--- config.mk ---
export PLATFORM = sky130hd
export DESIGN_NAME = complex_mul_issue_ctrl
export DESIGN_NICKNAME = d
export VERILOG_FILES = /design/src/rtl/complex_mul_issue_ctrl.sv
export SDC_FILE = /design/constraint.sdc
export NUM_CORES = 1
export LEC_CHECK = 0
export BUFFER_PORTS_ARGS = -buffer_cell sky130_fd_sc_hd__buf_2
export CORE_AREA = 3 3 231 233
export CTS_CLUSTER_DIAMETER = 200
export DETAILED_ROUTE_END_ITERATION = 7
export DIE_AREA = 0 0 234 236
export PLACE_DENSITY = 0.78
export RECOVER_POWER = 50
export SLEW_MARGIN = 20
export SYNTH_ARGS = -nofsm -noshare
export SYNTH_HDL_FRONTEND = slang
export SYNTH_SLANG_ARGS = --single-unit
export TNS_END_PERCENT = 50
--- constraint.sdc ---
create_clock -name clk -period 8.45 [get_ports clk]
set_clock_uncertainty 0.05 [all_clocks]
set_input_delay 1.2675 -clock clk [delete_from_list [all_inputs] [get_ports clk]]
set_output_delay 1.2675 -clock clk [all_outputs]
set_load 0.01 [all_outputs]
--- src/rtl/complex_mul_issue_ctrl.sv ---
// Issue/return controller around a fixed-latency complex multiplier: tag pipe, response FIFO, credits.
// Optional statistics outputs are built when CMUL_ISSUE_STATS_EN is defined.
module complex_mul_issue_ctrl #(
  parameter int unsigned LATENCY   = 7,
  parameter int unsigned RSP_DEPTH = 8,
  parameter int unsigned TAG_W     = 4
) (
  input  logic                       clk,
  input  logic                       rst_n,
  input  logic                       req_valid,
  output logic                       req_ready,
  input  logic [31:0]                req_a_real,
  input  logic [31:0]                req_a_imag,
  input  logic [31:0]                req_b_real,
  input  logic [31:0]                req_b_imag,
  input  logic [TAG_W-1:0]           req_tag,
  output logic                       mul_in_valid,
  output logic [31:0]                mul_a_real,
  output logic [31:0]                mul_a_imag,
  output logic [31:0]                mul_b_real,
  output logic [31:0]                mul_b_imag,
  input  logic                       mul_out_valid,
  input  logic [31:0]                mul_res_real,
  input  logic [31:0]                mul_res_imag,
  output logic                       rsp_valid,
  input  logic                       rsp_ready,
  output logic [31:0]                rsp_real,
  output logic [31:0]                rsp_imag,
  output logic [TAG_W-1:0]           rsp_tag,
  input  logic                       flush,
  output logic                       busy,
  output logic                       err_latency
`ifdef CMUL_ISSUE_STATS_EN
  ,
  output logic [31:0]                stat_issued,
  output logic [31:0]                stat_stall,
  output logic [$clog2(RSP_DEPTH):0] stat_max_occ
`endif
);

  localparam int unsigned PTR_W = $clog2(RSP_DEPTH);
  localparam int unsigned CNT_W = PTR_W + 1;
  localparam int unsigned QW    = $clog2(LATENCY + 1);
  localparam int unsigned ENT_W = 64 + TAG_W;

  typedef enum logic [1:0] {IDLE = 2'd0, RUN = 2'd1, DRAIN = 2'd2} state_t;

  state_t                 state_q;
  state_t                 state_d;
  logic                   ready_d;
  logic                   busy_d;

  logic                   accept;
  logic                   head_v;
  logic [TAG_W-1:0]       head_tag;
  logic                   mul_ok;
  logic                   lat_err;
  logic                   push;
  logic                   pop;
  logic                   load;
  logic                   rsp_valid_d;

  logic [TAG_W-1:0]       mul_tag_q;
  logic [LATENCY-1:0]     pipe_v;
  logic [TAG_W-1:0]       pipe_tag [LATENCY];
  logic [QW-1:0]          quiet_q;

  logic [ENT_W-1:0]       mem [RSP_DEPTH];
  logic [PTR_W-1:0]       wr_ptr;
  logic [PTR_W-1:0]       rd_ptr;
  logic [CNT_W-1:0]       mem_cnt_q;
  logic [CNT_W-1:0]       mem_cnt_d;
  logic [CNT_W-1:0]       in_flight_q;
  logic [CNT_W-1:0]       in_flight_d;
  logic [CNT_W-1:0]       occ_q;
  logic [CNT_W-1:0]       occ_d;

  // Flush wins over a same-cycle request.
  assign accept   = req_valid && req_ready && !flush;
  assign head_v   = pipe_v[LATENCY-1];
  assign head_tag = pipe_tag[LATENCY-1];
  // Stale multiplier results from before a reset are ignored until the pipe has emptied.
  assign mul_ok   = mul_out_valid && (quiet_q == '0);
  assign lat_err  = (quiet_q == '0) && (head_v != mul_out_valid);
  assign push     = head_v && mul_ok;
  assign pop      = rsp_valid && rsp_ready;
  assign load     = (mem_cnt_q != '0) && (!rsp_valid || pop);

  always_comb begin
    rsp_valid_d = rsp_valid;
    if (load) begin
      rsp_valid_d = 1'b1;
    end else if (pop) begin
      rsp_valid_d = 1'b0;
    end
    in_flight_d = in_flight_q + CNT_W'(accept) - CNT_W'(head_v);
    mem_cnt_d   = mem_cnt_q + CNT_W'(push) - CNT_W'(load);
    occ_q       = in_flight_q + mem_cnt_q + CNT_W'(rsp_valid);
    occ_d       = in_flight_d + mem_cnt_d + CNT_W'(rsp_valid_d);
  end

  // FSM state register; ready/busy are registered from next-cycle values.
  always_ff @(posedge clk) begin
    if (!rst_n) begin
      state_q   <= IDLE;
      req_ready <= 1'b1;
      busy      <= 1'b0;
    end else begin
      state_q   <= state_d;
      req_ready <= ready_d;
      busy      <= busy_d;
    end
  end

  always_comb begin
    state_d = state_q;
    case (state_q)
      IDLE: begin
        if (flush) begin
          state_d = DRAIN;
        end else if (accept) begin
          state_d = RUN;
        end
      end
      RUN: begin
        if (flush) begin
          state_d = DRAIN;
        end else if ((occ_q == '0) && !accept) begin
          state_d = IDLE;
        end
      end
      DRAIN: begin
        if (!flush && (occ_q == '0)) begin
          state_d = IDLE;
        end
      end
      default: state_d = IDLE;
    endcase
  end

  always_comb begin
    ready_d = 1'b0;
    busy_d  = 1'b0;
    ready_d = (state_d != DRAIN) && (occ_d < CNT_W'(RSP_DEPTH));
    busy_d  = (state_d != IDLE);
  end

  // Issue registers, expected-valid pipe, counters and response output stage.
  always_ff @(posedge clk) begin
    if (!rst_n) begin
      mul_in_valid <= 1'b0;
      mul_a_real   <= '0;
      mul_a_imag   <= '0;
      mul_b_real   <= '0;
      mul_b_imag   <= '0;
      mul_tag_q    <= '0;
      pipe_v       <= '0;
      quiet_q      <= QW'(LATENCY);
      in_flight_q  <= '0;
      mem_cnt_q    <= '0;
      wr_ptr       <= '0;
      rd_ptr       <= '0;
      rsp_valid    <= 1'b0;
      rsp_real     <= '0;
      rsp_imag     <= '0;
      rsp_tag      <= '0;
      err_latency  <= 1'b0;
    end else begin
      mul_in_valid <= accept;
      if (accept) begin
        mul_a_real <= req_a_real;
        mul_a_imag <= req_a_imag;
        mul_b_real <= req_b_real;
        mul_b_imag <= req_b_imag;
        mul_tag_q  <= req_tag;
      end
      pipe_v[0] <= mul_in_valid;
      for (int i = 1; i < int'(LATENCY); i++) begin
        pipe_v[i] <= pipe_v[i-1];
      end
      if (quiet_q != '0) begin
        quiet_q <= quiet_q - QW'(1);
      end
      in_flight_q <= in_flight_d;
      mem_cnt_q   <= mem_cnt_d;
      if (push) begin
        wr_ptr <= wr_ptr + PTR_W'(1);
      end
      if (load) begin
        rd_ptr <= rd_ptr + PTR_W'(1);
        {rsp_real, rsp_imag, rsp_tag} <= mem[rd_ptr];
      end
      rsp_valid   <= rsp_valid_d;
      err_latency <= err_latency | lat_err;
    end
  end

  // Payload storage needs no reset.
  always_ff @(posedge clk) begin
    pipe_tag[0] <= mul_tag_q;
    for (int i = 1; i < int'(LATENCY); i++) begin
      pipe_tag[i] <= pipe_tag[i-1];
    end
    if (push) begin
      mem[wr_ptr] <= {mul_res_real, mul_res_imag, head_tag};
    end
  end

`ifdef CMUL_ISSUE_STATS_EN
  // Saturating activity counters and peak occupancy.
  always_ff @(posedge clk) begin
    if (!rst_n) begin
      stat_issued  <= '0;
      stat_stall   <= '0;
      stat_max_occ <= '0;
    end else begin
      if (accept && (stat_issued != '1)) begin
        stat_issued <= stat_issued + 32'd1;
      end
      if (req_valid && !req_ready && (stat_stall != '1)) begin
        stat_stall <= stat_stall + 32'd1;
      end
      if (occ_d > stat_max_occ) begin
        stat_max_occ <= occ_d;
      end
    end
  end
`endif

endmodule
Yosys cells after proc, flatten, opt, wreduce, memory -nomap -nowiden

Memories as Yosys holds them, arrays and structs flattened. A register that Yosys moved wholly into a read port is not among the register bits.
Cells that the tools add are included.

Register bits after elaboration: 163
Bits in writable memories: 572
Output and inout bits: 201
Logic and storage cells: 67
Memories: 2

Memories:

| name     | depth | width | read ports | clocked after Yosys merged registers in | wr ports | RTL line | text |
|---|---|---|---|---|---|---|---|
| mem      | 8     | 68    | 1          | 1                                       | 1        | 68       | `logic [ENT_W-1:0] mem [RSP_DEPTH];` |
| pipe_tag | 7     | 4     | 7          | 0                                       | 7        | 65       | `logic [TAG_W-1:0] pipe_tag [LATENCY];` |

Multiplexer cells: 10
Bitwise logic cells: 1
Equal/unequal tests: 4
Reduce and logical (&&, ||, !) cells: 21
Order comparisons: 1
$add $sub $neg: 11

Operators by type and width:

| operator            | count |
|---|---|
| $add 4x1->4         | 4 |
| $logic_and 1x1->1   | 10 |
| $mux 2              | 5 |
| $add 4x4->4         | 2 |
| $sub 4x1->4         | 2 |
| $add 3x1->3 const B | 2 |
| $pmux 2 s3          | 1 |
| $logic_not 1->1     | 4 |
| $logic_not 4->1     | 1 |
| $lt 4x4->1 const B  | 1 |
| $mux 1              | 4 |
| $reduce_bool 4->1   | 1 |
| $logic_not 3->1     | 1 |
| $reduce_bool 3->1   | 1 |
| $sub 3x1->3 const B | 1 |
| $eq 2x1->1 const B  | 1 |
| $eq 2x2->1 const B  | 1 |
| $logic_not 2->1     | 1 |
| $ne 2x2->1 const B  | 1 |
| $reduce_bool 2->1   | 1 |
| $logic_or 1x1->1    | 1 |
| $ne 1x1->1          | 1 |
| $or 1x1->1          | 1 |

Depth between registers and ports, before layout

Gate-level depths: netlist (run 1).

Depth after elaboration: 9
Mapped depth: 17
Mapped depth without buffers: 15

Worst setup path before layout (run 1)

Ideal clock, no wire load.

Path type: input to register
From: input mul_out_valid
To: memory mem[0][0] (netlist bit), enable pin
Buffers on the path: 1
Data arrival time: 6.364 ns
Required time: 7.822 ns
Setup slack: 1.458 ns
Setup time: 0.578 ns
Stages: 4
Path through: and3_1 clkbuf_1 nand2b_1 nor3_1

Cells in the longest elaborated chain, start to end: 4

RTL lines:

| item                         | RTL line | text |
|---|---|---|
| start, declared              | 22       | `input logic mul_out_valid,` |
| $logic_and 1x1->1            | 83       | `assign mul_ok = mul_out_valid && (quiet_q == '0);` |
| $logic_and 1x1->1            | 85       | `assign push = head_v && mul_ok;` |
| net push                     | 58       | `logic push;` |
| $mux 1                       | 204      | `if (push) begin` |
| $mux 1 (implied by the code) | 205      | `mem[wr_ptr] <= {mul_res_real, mul_res_imag, head_tag};` |
| end, declared                | 68       |  |

The timed path passes the listed nets, and every way through them passes these cells.

Worst setup path after layout (run 1)

From: input rst_n
To: register rsp_real[6] (read register of mem)

Cells in the longest elaborated chain, start to end: 1

RTL lines:

| item                             | RTL line | text |
|---|---|---|
| start, declared                  | 9        | `input logic rst_n,` |
| $logic_not 1->1 (no source line) | -        |  |
| end, declared                    | 27       | `output logic [31:0] rsp_real,` |

No other way between the ends.
A chain may end at the register's enable or synchronous reset.

==> impl_metrics.prom, run 1 <==
# TYPE chip_impl_metric gauge
chip_impl_info{name="status",value="finished with violations"} 1
chip_impl_info{name="failed_checks",value="max-capacitance violations, max-slew violations"} 1
chip_impl_metric{name="power.leakage",unit="nW"} 11.5
chip_impl_metric{name="final_cells",unit=""} 2927
chip_impl_metric{name="final_min_period_over_clock_period",unit="%"} 67.7
chip_impl_metric{name="initial_core_util",unit="%"} 56.7
chip_impl_metric{name="tot_pwr",unit="mW"} 10.2
chip_impl_metric{name="grt_pass1_wl",unit="um"} 99400
chip_impl_metric{name="setup_tns",unit="ps"} 0
chip_impl_metric{name="crit_path_max_fanout",unit=""} 90
chip_impl_metric{name="area_of_combinational_cells_with_multiple_inputs",unit="um^2"} 7150
chip_impl_metric{name="setup.reg_to_reg.worst_slack",unit="ps"} 4710
chip_impl_metric{name="maxClockFrequency",unit="GHz"} 0.175
chip_impl_info{name="rsz0062_at_grt",value="false"} 1
chip_impl_metric{name="drt_iter0_markers",unit=""} 1410
chip_impl_info{name="critPathKind",value="in -> reg"} 1
chip_impl_metric{name="hold_buffers",unit=""} 0
chip_impl_metric{name="synthArstFlopShare",unit="%"} 0
chip_impl_info{name="start_point_of_the_critical_path",value="rst_n"} 1
chip_impl_metric{name="gp_congestion",unit=""} 0.875
chip_impl_metric{name="cts_post_setup_buffers_inserted",unit=""} 0
chip_impl_metric{name="edff_count_synth",unit=""} 544
chip_impl_metric{name="final.min_clock_period",unit="ps"} 5720
chip_impl_metric{name="antenna_found_initial",unit=""} 9
chip_impl_metric{name="drtAntennaViolNets",unit=""} 0
chip_impl_metric{name="post_synth_mux_area_share",unit="%"} 12.9
chip_impl_info{name="mostFrequentLayoutCell",value="sky130_fd_sc_hd__edfxtp_1"} 1
chip_impl_metric{name="max-vdd-ir-drop",unit="mV"} 0.199
chip_impl_metric{name="worst_pin_slew",unit="ps"} 2910
chip_impl_metric{name="cts.reportedPaths.clkPinSlew",unit="ps"} 60
chip_impl_metric{name="regArea",unit="um^2"} 21500
chip_impl_metric{name="synth.ff_latch_count",unit=""} 803
chip_impl_metric{name="power_density",unit="nW/um^2"} 299
chip_impl_metric{name="cts_num_sinks",unit=""} 803
chip_impl_metric{name="post-route-drc-count",unit=""} 0
chip_impl_info{name="cts_tree",value="yes"} 1
chip_impl_info{name="holdCritPathClass",value="reg -> reg"} 1
chip_impl_info{name="critPathCapture",value="rsp_real[6]"} 1
chip_impl_metric{name="whs",unit="ps"} 272
chip_impl_metric{name="final.fill_count",unit=""} 3536
chip_impl_info{name="timing.rr.start",value="mem_cnt_q[2]"} 1
chip_impl_metric{name="floorplan.die_area",unit="um^2"} 55200
chip_impl_metric{name="utilization",unit="%"} 66.4
chip_impl_metric{name="coreArea",unit="um^2"} 51400
chip_impl_metric{name="worst_slew_margin_rel",unit="%"} -95.1
chip_impl_metric{name="timing.reg2reg.worst_path_depth",unit=""} 15
chip_impl_metric{name="overflow",unit=""} 0
chip_impl_metric{name="layout.nets",unit=""} 2402
chip_impl_metric{name="htreeDepth",unit=""} 3
chip_impl_metric{name="seq_area_frac_synth",unit="%"} 73.8
chip_impl_metric{name="synth_xor_xnor_area_share",unit="%"} 0.330
chip_impl_metric{name="detailedPlace.worstSlack",unit="ps"} 4150
chip_impl_metric{name="die-height",unit="um"} 236
chip_impl_info{name="endpoint_kind",value="flip-flop"} 1
chip_impl_metric{name="synth_area",unit="um^2"} 29200
chip_impl_metric{name="cts-resized-gates",unit=""} 0
chip_impl_metric{name="synth_simple_gate_area_share",unit="%"} 5.24
chip_impl_info{name="worst_flop_to_flop_path_endpoint",value="req_ready"} 1
chip_impl_metric{name="max-clock-path-buffers",unit=""} 3
chip_impl_metric{name="area_fraction_in_compound_gates_after_synthesis",unit="%"} 4.71
chip_impl_metric{name="maxCapViolations",unit=""} 1
chip_impl_metric{name="grt_max_degree",unit=""} 96
chip_impl_metric{name="synthDistinctLibCells",unit=""} 43
chip_impl_metric{name="final.setup.worst_slack",unit="ps"} 2730
chip_impl_metric{name="synth_warnings",unit=""} 0
chip_impl_metric{name="critical_path_required",unit="ps"} 8910
chip_impl_metric{name="wire_per_inst",unit="um"} 22.1
chip_impl_metric{name="layout-area-overhead-vs-synth",unit="%"} 17.0
chip_impl_metric{name="all_layer_gr_usage",unit="%"} 23.7
chip_impl_info{name="cp-start-kind",value="primary input"} 1
chip_impl_metric{name="postSynthNetCount",unit=""} 2009
chip_impl_metric{name="drive_above_1_share",unit="%"} 22.0
chip_impl_metric{name="die_width",unit="um"} 234
chip_impl_metric{name="hpwlAfterDp",unit="um"} 37900
chip_impl_metric{name="io_pins",unit=""} 403
chip_impl_metric{name="route.detailed.vias_per_inst",unit=""} 5.64
chip_impl_metric{name="post_synthesis_mean_instance_area",unit="um^2"} 16.3
chip_impl_info{name="synth_flop_cell",value="sky130_fd_sc_hd__edfxtp_1"} 1
chip_impl_metric{name="timing.critical_path.arrival",unit="ps"} 6180
chip_impl_metric{name="port_buffers",unit=""} 402
chip_impl_metric{name="post_dp_cell_area",unit="um^2"} 31800
chip_impl_metric{name="cts_inserted_buffers",unit=""} 76
chip_impl_info{name="layout.cells.most_common_list",value="sky130_fd_sc_hd__edfxtp_1, sky130_fd_sc_hd__nand2_1, sky130_fd_sc_hd__dfxtp_1, sky130_fd_sc_hd__clkbuf_1, sky130_fd_sc_hd__buf_2"} 1
chip_impl_metric{name="hold_viol",unit=""} 0
chip_impl_info{name="clock-root-buffer",value="sky130_fd_sc_hd__clkbuf_16"} 1
chip_impl_metric{name="routed_wl",unit="um"} 64800
chip_impl_info{name="synth_top_family_by_area",value="multiplexers"} 1
chip_impl_metric{name="syn_inst",unit=""} 1785
chip_impl_metric{name="skew_pair_late_insertion_delay",unit="ps"} 600
chip_impl_metric{name="finalInstanceArea",unit="um^2"} 34100
chip_impl_metric{name="vias",unit=""} 16500
chip_impl_metric{name="setup_viol_count_final",unit=""} 0
chip_impl_metric{name="place_inst",unit=""} 2780
chip_impl_metric{name="detail_route.first_pass.iterations",unit=""} 7
chip_impl_metric{name="synth-adder-area-share",unit="%"} 1.05
chip_impl_metric{name="timing_max_transition_violations_final",unit=""} 91
chip_impl_metric{name="core.rowCount",unit=""} 83
chip_impl_metric{name="grt_pass1_vias",unit=""} 17000
==> synthesized netlist by cell type (4+ instances only) <==
master / number / area, um^2
sky130_fd_sc_hd__xor2_1: 7 / 61.3
sky130_fd_sc_hd__a21oi_1: 141 / 706
sky130_fd_sc_hd__buf_4: 14 / 105
sky130_fd_sc_hd__ha_1: 18 / 225
sky130_fd_sc_hd__fa_1: 4 / 80.1
sky130_fd_sc_hd__dfxtp_1: 259 / 5180
sky130_fd_sc_hd__nand2b_1: 5 / 31.3
sky130_fd_sc_hd__mux2i_1: 70 / 701
sky130_fd_sc_hd__inv_1: 20 / 75.1
sky130_fd_sc_hd__nor2_1: 83 / 312
sky130_fd_sc_hd__buf_1: 17 / 63.8
sky130_fd_sc_hd__clkbuf_1: 55 / 206
sky130_fd_sc_hd__a211oi_1: 69 / 518
sky130_fd_sc_hd__mux4_2: 136 / 3060
sky130_fd_sc_hd__xnor2_1: 4 / 35.0
sky130_fd_sc_hd__buf_2: 21 / 105
sky130_fd_sc_hd__edfxtp_1: 544 / 16300
sky130_fd_sc_hd__nand2_1: 271 / 1020
sky130_fd_sc_hd__and2_1: 12 / 75.1
==> worst max-delay path, stage by stage <==
cell,delay [ps]
sky130_fd_sc_hd__clkbuf_1,470
sky130_fd_sc_hd__clkinvlp_2,2390
sky130_fd_sc_hd__buf_4,1240
sky130_fd_sc_hd__buf_4,470
sky130_fd_sc_hd__a211oi_1,270
==> cell type report <==
type	instances	area share [%]
multi-input cells	853	21.0
clock buffers	108	6.49
diodes	6	0.0440
well taps	680	2.49
inverters	22	0.253
flip-flops and latches	803	63.1
repair buffers	422	5.61
clock inverters	33	1.05
==> logic make-up after synthesis <==
kind of cell | after synthesis
multiplexers | 207
adder cells (fa/ha/maj) | 22
flip-flops | 803
buffers and inverters | 129
XOR/XNOR | 11
AND/OR/NAND/NOR | 384
AO/OA/AOI/OAI | 229
==> how the worst min path moves through the flow <==
stage	to	from	slack, ps	cells after the start
2_1_floorplan	pipe_tag[1][0]	pipe_tag[0][0]	260	0
3_3_place_gp	pipe_tag[6][2]	pipe_tag[5][2]	260	0
3_5_place_dp	pipe_tag[4][1]	pipe_tag[3][1]	260	0
4_1_cts	pipe_tag[6][0]	pipe_tag[5][0]	270	0
5_1_grt	pipe_tag[2][1]	pipe_tag[1][1]	280	0
6_report	pipe_tag[6][0]	pipe_tag[5][0]	270	0
==> power by group <==
group / internal [mW] / switching, mW / leakage, nW
registers: 4.45 / 0.277 / 7.04
clock network: 2.02 / 1.43 / 1.26
logic: 0.942 / 1.09 / 3.18
==> routing by layer <==
layer / share of wire [%] / routed length (um) / GRT usage [%]
met5: 0.059 / 38 / 0
met3: 6.9 / 4480 / 5.07
met2: 51 / 33200 / 39.2
met4: 2.7 / 1760 / 7.92
met1: 39 / 25400 / 31.4
==> sequential cells by signal, summed over array words and instances (netlist names), 7 cells and up <==
name and flops:
mul_b_imag 32, pipe_tag 28, pipe_v 7, mul_b_real 32, mem 544, rsp_imag 32
rsp_real 32, mul_a_real 32, mul_a_imag 32
Note: power is estimated with default switching activity, not from simulation.
==> run 2: changes to the inputs <==
- ABC_AREA: default -> 1
- CORE_AREA: 3 3 231 233 -> 3 3 236 238
- DIE_AREA: 0 0 234 236 -> 0 0 239 241
- clock period: 8.45 -> 5.8 ns (I/O delays scaled with it)
==> impl_metrics.prom, run 2 <==
# TYPE chip_impl_metric gauge
chip_impl_metric{name="cts.reportedPaths.clkPinSlew",unit="ps"} 60
chip_impl_metric{name="seq_power_share",unit="%"} 43.4
chip_impl_info{name="cp-start-kind",value="primary input"} 1
chip_impl_metric{name="edff_count_synth",unit=""} 544
chip_impl_metric{name="sw_frac_of_total",unit="%"} 30.9
chip_impl_info{name="netlist_top_cells_count",value="sky130_fd_sc_hd__edfxtp_1, sky130_fd_sc_hd__nor2_1, sky130_fd_sc_hd__dfxtp_1"} 1
chip_impl_metric{name="floorplan.die_area",unit="um^2"} 57600
chip_impl_metric{name="detail_route.first_pass.iterations",unit=""} 5
chip_impl_info{name="register_with_the_most_flip_flops",value="mem"} 1
chip_impl_metric{name="synth.ff_latch_count",unit=""} 803
chip_impl_metric{name="synthArstFlopShare",unit="%"} 0
chip_impl_metric{name="maxCapViolations",unit=""} 2
chip_impl_info{name="status",value="finished with violations"} 1
chip_impl_metric{name="critical_path.max_stage_delay",unit="ps"} 890
chip_impl_info{name="path_delay_family",value="buffers and inverters"} 1
chip_impl_metric{name="syn_inst",unit=""} 2437
chip_impl_metric{name="worst_pin_slew",unit="ps"} 1930
chip_impl_metric{name="final.min_clock_period",unit="ps"} 3890
chip_impl_metric{name="regArea",unit="um^2"} 21500
chip_impl_metric{name="grt_pass1_wl",unit="um"} 112000
chip_impl_metric{name="largest_reg_flops",unit=""} 544
chip_impl_metric{name="coreArea",unit="um^2"} 53800
chip_impl_info{name="synth_flop_cell",value="sky130_fd_sc_hd__edfxtp_1"} 1
chip_impl_info{name="worstPathCellList",value="buf_2 > inv_1 > nand3_1 > inv_4 > ha_1 > fa_1 > or2_1 > nand2_1 > ha_1 > a21oi_1 > inv_1 > a21oi_1 > nand2_1 > nand3_1 > nand2_1 > inv_1"} 1
chip_impl_metric{name="setup.reg_to_reg.worst_slack",unit="ps"} 1980
chip_impl_metric{name="power.leakage",unit="nW"} 12.9
chip_impl_metric{name="htreeDepth",unit=""} 3
chip_impl_metric{name="power_frac_comb",unit="%"} 23.9
chip_impl_metric{name="all_layer_gr_usage",unit="%"} 25.1
chip_impl_metric{name="core.rowCount",unit=""} 85
chip_impl_metric{name="detailedPlace.worstSlack",unit="ps"} 1780
chip_impl_metric{name="seq_area_frac_synth",unit="%"} 70.3
chip_impl_metric{name="hpwlAfterDp",unit="um"} 41900
chip_impl_metric{name="power.clock.fraction",unit="%"} 32.7
chip_impl_metric{name="grt_max_degree",unit=""} 157
chip_impl_metric{name="route.detailed.vias_per_inst",unit=""} 5.64
chip_impl_metric{name="cp_num_cells",unit=""} 16
chip_impl_metric{name="antenna_found_initial",unit=""} 17
chip_impl_metric{name="vias",unit=""} 20100
chip_impl_info{name="timing.rr.start",value="req_ready"} 1
chip_impl_metric{name="synthDominantCellAreaShare",unit="%"} 53.3
chip_impl_metric{name="combined_buffer_and_inverter_count_along_the_critical_path",unit=""} 5
chip_impl_metric{name="crit_path_max_fanout",unit=""} 64
chip_impl_info{name="ys_top_cells_by_area",value="sky130_fd_sc_hd__edfxtp_1, sky130_fd_sc_hd__dfxtp_1, sky130_fd_sc_hd__mux2i_1"} 1
chip_impl_metric{name="timing.critical_path.arrival",unit="ps"} 4390
chip_impl_info{name="start_point_of_the_critical_path",value="flush"} 1
chip_impl_metric{name="drt_iter0_markers",unit=""} 1236
chip_impl_metric{name="final.setup.worst_slack",unit="ps"} 1910
chip_impl_metric{name="synthDistinctLibCells",unit=""} 30
chip_impl_info{name="clock-root-buffer",value="sky130_fd_sc_hd__clkbuf_16"} 1
chip_impl_metric{name="worst_slew_margin_rel",unit="%"} -28.7
chip_impl_metric{name="initial_core_util",unit="%"} 56.9
chip_impl_info{name="holdCritPathClass",value="reg -> reg"} 1
chip_impl_metric{name="hold_buffers",unit=""} 0
chip_impl_metric{name="max-clock-path-buffers",unit=""} 3
chip_impl_metric{name="overflow",unit=""} 0
chip_impl_metric{name="setup_viol_count_final",unit=""} 0
chip_impl_metric{name="cts_inserted_buffers",unit=""} 78
chip_impl_metric{name="layout-area-overhead-vs-synth",unit="%"} 15.9
chip_impl_metric{name="wire_per_inst",unit="um"} 20.6
chip_impl_metric{name="postSynthNetCount",unit=""} 2661
chip_impl_metric{name="timing_max_transition_violations_final",unit=""} 136
chip_impl_metric{name="routed_wl",unit="um"} 73500
chip_impl_info{name="rsz0062_at_grt",value="false"} 1
chip_impl_info{name="critPathCapture",value="req_ready"} 1
chip_impl_metric{name="skew_pair_late_insertion_delay",unit="ps"} 620
chip_impl_metric{name="cts-resized-gates",unit=""} 0
chip_impl_info{name="critPathSlowestCell",value="sky130_fd_sc_hd__inv_4"} 1
chip_impl_info{name="yosys.area.top_type",value="sky130_fd_sc_hd__edfxtp_1"} 1
chip_impl_info{name="endpoint_kind",value="flip-flop"} 1
chip_impl_metric{name="synth_area",unit="um^2"} 30600
chip_impl_info{name="cts_tree",value="yes"} 1
chip_impl_metric{name="io_pins",unit=""} 403
chip_impl_metric{name="maxClockFrequency",unit="GHz"} 0.257
chip_impl_metric{name="critical_path_required",unit="ps"} 6300
chip_impl_metric{name="cts_num_sinks",unit=""} 803
chip_impl_metric{name="gp_congestion",unit=""} 0.890
chip_impl_metric{name="layout.nets",unit=""} 3013
chip_impl_info{name="layout.cells.most_common_list",value="sky130_fd_sc_hd__edfxtp_1, sky130_fd_sc_hd__nor2_1, sky130_fd_sc_hd__dfxtp_1, sky130_fd_sc_hd__clkbuf_1, sky130_fd_sc_hd__buf_2"} 1
chip_impl_metric{name="final_min_period_over_clock_period",unit="%"} 67.0
chip_impl_info{name="synth.most_common_cell",value="sky130_fd_sc_hd__edfxtp_1"} 1
chip_impl_info{name="critPathKind",value="in -> reg"} 1
chip_impl_info{name="worst_flop_to_flop_path_endpoint",value="req_ready"} 1
chip_impl_info{name="failed_checks",value="max-capacitance violations, max-slew violations"} 1
chip_impl_metric{name="port_buffers",unit=""} 402
chip_impl_metric{name="synth_warnings",unit=""} 0
chip_impl_metric{name="die_width",unit="um"} 239
chip_impl_metric{name="post_synthesis_mean_instance_area",unit="um^2"} 12.6
chip_impl_metric{name="cts_post_setup_buffers_inserted",unit=""} 0
chip_impl_metric{name="grt_pass1_vias",unit=""} 20300
chip_impl_metric{name="drtAntennaViolNets",unit=""} 0
chip_impl_metric{name="cell_internal_pwr",unit="mW"} 11.1
chip_impl_metric{name="area_of_combinational_cells_with_multiple_inputs",unit="um^2"} 7610
chip_impl_metric{name="final.fill_count",unit=""} 3957
chip_impl_metric{name="post-route-drc-count",unit=""} 0
chip_impl_metric{name="net_switching_power",unit="mW"} 4.94
chip_impl_metric{name="drive_above_1_share",unit="%"} 17.1
chip_impl_metric{name="whs",unit="ps"} 276
chip_impl_metric{name="hold_viol",unit=""} 0
chip_impl_metric{name="timing.reg2reg.worst_path_depth",unit=""} 14
chip_impl_metric{name="max-vdd-ir-drop",unit="mV"} 0.351
chip_impl_metric{name="die-height",unit="um"} 241
chip_impl_metric{name="power_density",unit="nW/um^2"} 451
chip_impl_info{name="mostFrequentLayoutCell",value="sky130_fd_sc_hd__edfxtp_1"} 1
[run 2: cell count changes in the layout (fill, tap and decap cells not counted), sizes merged, moves of 9 or more]
cell    before  now
nand2      271  126
inv         24  164
clkinv      21   47
diode        6   15
nand3        1   14
o211ai       1  137
mux4       136    0
a211oi      69    0
nor2        83  279
o21ai        2  345
and2        12    0
mux2i       70  136
a21oi      141  221
[run 2: worst min path at each step]
stage          cells past startpoint  slack [ps]              to      startpoint
3_5_place_dp                       0         260  pipe_tag[5][3]  pipe_tag[4][3]
2_1_floorplan                      0         260  pipe_tag[1][0]  pipe_tag[0][0]
6_report                           0         280  pipe_tag[2][2]  pipe_tag[1][2]
5_1_grt                            0         280  pipe_tag[6][0]  pipe_tag[5][0]
3_3_place_gp                       0         260  pipe_tag[2][0]  pipe_tag[1][0]
4_1_cts                            0         270  pipe_tag[6][0]  pipe_tag[5][0]
[run 2: layer usage]
| metal | vias to the layer above | wire length (um) | global-route usage (%) | share of wire, % |
|---|---|---|---|---|
| met2 | 744 | 37200 | 43.2 | 51 |
| met1 | 9834 | 28300 | 30.7 | 39 |
| met5 | - | 45 | 0 | 0.061 |
| li1 | 9385 | - | - | - |
| met4 | 6 | 2490 | 11.1 | 3.4 |
| met3 | 141 | 5450 | 5.65 | 7.4 |
[run 2: cell type report]
class	instances	area share [%]
multi-input combinational	1290	21.4
clock buffer	106	6.44
clock inverter	37	1.16
antenna	15	0.106
sequential	803	60.7
inverter	187	2.08
tap	696	2.45
timing repair buffer	429	5.64
[run 2: power by group through the flow]
| stage | sequential (mW) | clock (mW) | combinational (mW) |
|---|---|---|---|
| after global routing | 7.00 | 5.57 | 4.25 |
| after CTS | 6.95 | 5.33 | 3.91 |
| final | 6.95 | 5.24 | 3.82 |
| after floorplan | 7.07 | 0 | 2.76 |
| after detailed placement | 7.05 | 0 | 3.87 |
| after global placement | 7.04 | 0 | 3.74 |
[run 2: kinds of logic (layout without fill, tap and decap cells)]
family                     Yosys count  in the layout  synth area share [%]
xor gates and xnor gates             2              2                0.0572
and+or+nand+nor                    426            426                  5.33
AOI/OAI and AO/OA                  704            704                  13.9
DFF                                803            803                  70.3
buffers and inverters              344            759                  5.03
adders and majority gates           22             22                 0.997
other                                0             15                     0
muxes                              136            136                  4.45
[run 2: stage by stage]
step	utilization, %	total power, mW	instance area, um^2	TNS, ps	std cells
finish	65.9	16.0	35500	0	3563
floorplan	-	9.83	30600	-202730	2437
global route	65.9	16.8	35500	0	3559
CTS	66.4	16.2	35700	0	3548
detailed placement	61.4	10.9	33000	0	3405
global placement	61.4	10.8	33000	0	3405
==> run 3: changes to the inputs <==
- ABC_AREA: 1 -> 0
- CORE_AREA: 3 3 236 238 -> 3 3 244 246
- DIE_AREA: 0 0 239 241 -> 0 0 247 249
- PLACE_DENSITY: 0.78 -> 0.74
- clock period: 5.8 -> 3.1 ns (I/O delays scaled with it)
==> impl_metrics.prom, run 3 (synthesis results as in run 1) <==
# TYPE chip_impl_metric gauge
chip_impl_info{name="status",value="complete, no violations"} 1
chip_impl_metric{name="whs",unit="ps"} 43.7
chip_impl_info{name="critPathSlowestCell",value="sky130_fd_sc_hd__fa_2"} 1
chip_impl_metric{name="cts.reportedPaths.clkPinSlew",unit="ps"} 60
chip_impl_metric{name="route.detailed.vias_per_inst",unit=""} 5.47
chip_impl_metric{name="all_layer_gr_usage",unit="%"} 21.5
chip_impl_metric{name="drt_iter0_markers",unit=""} 1104
chip_impl_info{name="path_delay_family",value="adder cells"} 1
chip_impl_metric{name="critical_path_required",unit="ps"} 3550
chip_impl_metric{name="final_min_period_over_clock_period",unit="%"} 96.5
chip_impl_metric{name="area_of_combinational_cells_with_multiple_inputs",unit="um^2"} 7240
chip_impl_metric{name="worst_pin_slew",unit="ps"} 1300
chip_impl_metric{name="power_density",unit="nW/um^2"} 815
chip_impl_metric{name="skew_pair_late_insertion_delay",unit="ps"} 610
chip_impl_info{name="rsz0062_at_grt",value="false"} 1
chip_impl_metric{name="coreArea",unit="um^2"} 57600
chip_impl_metric{name="tot_pwr",unit="mW"} 28.3
chip_impl_info{name="clock-root-buffer",value="sky130_fd_sc_hd__clkbuf_16"} 1
chip_impl_metric{name="die_width",unit="um"} 247
chip_impl_metric{name="final.min_clock_period",unit="ps"} 2990
chip_impl_metric{name="drive_above_1_share",unit="%"} 22.1
chip_impl_metric{name="initial_core_util",unit="%"} 50.6
chip_impl_metric{name="setup_tns",unit="ps"} 0
chip_impl_metric{name="htreeDepth",unit=""} 3
chip_impl_metric{name="overflow",unit=""} 0
chip_impl_metric{name="maxCapViolations",unit=""} 0
chip_impl_metric{name="vias",unit=""} 16700
chip_impl_metric{name="grt_max_degree",unit=""} 134
chip_impl_info{name="mostFrequentLayoutCell",value="sky130_fd_sc_hd__edfxtp_1"} 1
chip_impl_metric{name="routed_wl",unit="um"} 65300
chip_impl_info{name="critical-path-top-cell-by-count",value="sky130_fd_sc_hd__inv_1"} 1
chip_impl_info{name="critPathKind",value="reg -> reg"} 1
chip_impl_metric{name="timing_max_transition_violations_final",unit=""} 0
chip_impl_metric{name="cell_internal_pwr",unit="mW"} 20.6
chip_impl_info{name="endpoint_kind",value="flip-flop"} 1
chip_impl_metric{name="maxClockFrequency",unit="GHz"} 0.334
chip_impl_info{name="layout.cells.most_common_list",value="sky130_fd_sc_hd__edfxtp_1, sky130_fd_sc_hd__nand2_1, sky130_fd_sc_hd__clkbuf_1, sky130_fd_sc_hd__dfxtp_1, sky130_fd_sc_hd__buf_2"} 1
chip_impl_metric{name="worst_slew_margin_rel",unit="%"} 13.5
chip_impl_metric{name="seq_power_share",unit="%"} 45.0
chip_impl_metric{name="floorplan.die_area",unit="um^2"} 61500
chip_impl_metric{name="layout-area-overhead-vs-synth",unit="%"} 19.2
chip_impl_metric{name="timing.critical_path.arrival",unit="ps"} 3440
chip_impl_info{name="worstPathCellList",value="inv_2 > ha_2 > nor3b_4 > a21oi_4 > ha_4 > inv_1 > ha_2 > inv_1 > fa_2 > inv_1 > ha_1 > o21a_1 > o31ai_4 > and4_4 > o41ai_2"} 1
chip_impl_metric{name="setup_viol_count_final",unit=""} 0
chip_impl_metric{name="sw_frac_of_total",unit="%"} 27.1
chip_impl_metric{name="regArea",unit="um^2"} 21500
chip_impl_metric{name="hold_viol",unit=""} 0
chip_impl_metric{name="power.clock.fraction",unit="%"} 34.0
chip_impl_metric{name="cts_inserted_buffers",unit=""} 82
chip_impl_metric{name="port_buffers",unit=""} 402
chip_impl_metric{name="detail_route.first_pass.iterations",unit=""} 5
chip_impl_metric{name="largest_reg_flops",unit=""} 544
chip_impl_metric{name="max-clock-path-buffers",unit=""} 3
chip_impl_metric{name="final.fill_count",unit=""} 4346
chip_impl_metric{name="io_pins",unit=""} 403
chip_impl_metric{name="grt_pass1_wl",unit="um"} 101000
chip_impl_metric{name="combined_buffer_and_inverter_count_along_the_critical_path",unit=""} 4
chip_impl_metric{name="drtAntennaViolNets",unit=""} 0
chip_impl_metric{name="core.rowCount",unit=""} 88
chip_impl_metric{name="max-vdd-ir-drop",unit="mV"} 0.447
chip_impl_info{name="cp-start-kind",value="flip-flop"} 1
chip_impl_metric{name="cts_num_sinks",unit=""} 803
chip_impl_metric{name="crit_path_max_fanout",unit=""} 2
chip_impl_metric{name="critical_path.max_stage_delay",unit="ps"} 550
chip_impl_metric{name="hold_buffers",unit=""} 0
chip_impl_info{name="cts_tree",value="yes"} 1
chip_impl_info{name="register_with_the_most_flip_flops",value="mem"} 1
chip_impl_info{name="holdCritPathClass",value="in -> reg"} 1
chip_impl_metric{name="antenna_found_initial",unit=""} 9
chip_impl_metric{name="wire_per_inst",unit="um"} 21.4
chip_impl_metric{name="power.leakage",unit="nW"} 11.6
chip_impl_metric{name="die-height",unit="um"} 249
chip_impl_metric{name="post-route-drc-count",unit=""} 0
chip_impl_metric{name="gp_congestion",unit=""} 0.892
chip_impl_metric{name="net_switching_power",unit="mW"} 7.67
chip_impl_metric{name="grt_pass1_vias",unit=""} 17300
chip_impl_metric{name="hpwlAfterDp",unit="um"} 39200
chip_impl_metric{name="layout.nets",unit=""} 2432
chip_impl_metric{name="power_frac_comb",unit="%"} 20.9
## run 3: cell count changes in the layout (fill, tap and decap cells not counted), moves of 33 or more
cell,delta
sky130_fd_sc_hd__a211oi_1,+69
sky130_fd_sc_hd__a21oi_2,-100
sky130_fd_sc_hd__clkbuf_1,+33
sky130_fd_sc_hd__inv_1,-130
sky130_fd_sc_hd__mux2i_1,-66
sky130_fd_sc_hd__mux4_2,+136
sky130_fd_sc_hd__nand2_1,+144
sky130_fd_sc_hd__nor2_1,-197
sky130_fd_sc_hd__o211ai_1,-136
sky130_fd_sc_hd__o21ai_0,-163
sky130_fd_sc_hd__o21ai_1,-180
## run 3: repair_timing
item,in CTS,in global routing
endpoints found under the setup margin,1,26
setup buffers,2,1
cloned,0,0
pin swaps,7,3
gates resized for setup,4,9
## run 3: area by class of cell
type	count	area share, %
Sequential cell	803	62.0
Multi-Input combinational cell	853	20.8
Clock buffer	120	6.73
Timing Repair Buffer	446	6.50
Tap cell	765	2.75
Clock inverter	31	0.929
Inverter	22	0.259
Antenna cell	5	0.0360
## run 3: final timing paths
kind                  startpoint             end  slack, ps  depth (start not counted)
setup / recovery    mem_cnt_q[2]       req_ready        110                         15
hold / removal    req_a_imag[25]  mul_a_imag[25]         40                          3
setup reg to reg    mem_cnt_q[2]       req_ready        110                         15
hold reg to reg   pipe_tag[1][3]  pipe_tag[2][3]        270                          0
## run 3: through the flow
| stage | setup WS [ps] | instances | util (%) | cell area, um^2 |
|---|---|---|---|---|
| 5_1_grt | 7.84 | 3043 | 60.3 | 34700 |
| 3_5_place_dp | -24.5 | 2887 | 56.1 | 32300 |
| 6_report | 110 | 3045 | 60.3 | 34700 |
| 3_3_place_gp | -6.48 | 2887 | 56.1 | 32300 |
| 2_1_floorplan | -400 | 1785 | - | 29300 |
| 4_1_cts | 59.9 | 3039 | 60.8 | 35000 |
## run 3: power groups by stage
stage | Clock, mW | Combinational (mW) | Sequential [mW]
after global placement | 0 | 5.87 | 12.9
after floorplan | 0 | 4.00 | 13.0
after CTS | 9.85 | 6.05 | 12.8
final | 9.64 | 5.92 | 12.8
after global routing | 10.3 | 6.53 | 12.9
after detailed placement | 0 | 5.99 | 13.0
## run 3: metal layers
layer / GRT usage (%) / routed length (um) / up-vias / share of wire (%)
met4: 7.77 / 2070 / 6 / 3.2
met3: 4.64 / 4770 / 134 / 7.3
met2: 35.6 / 32700 / 588 / 50
met1: 28.1 / 25700 / 8362 / 39
met5: 0 / 39 / - / 0.060
li1: - / - / 7563 / -
## run 3: worst reg2reg max path: cells and delay by family (launching register included)
family / cells / cell delay (ps)
adders and majority gates: 5 / 1350
AOI/OAI and AO/OA: 4 / 650
DFF: 1 / 330
and+or+nand+nor: 2 / 320
buffers and inverters: 4 / 200
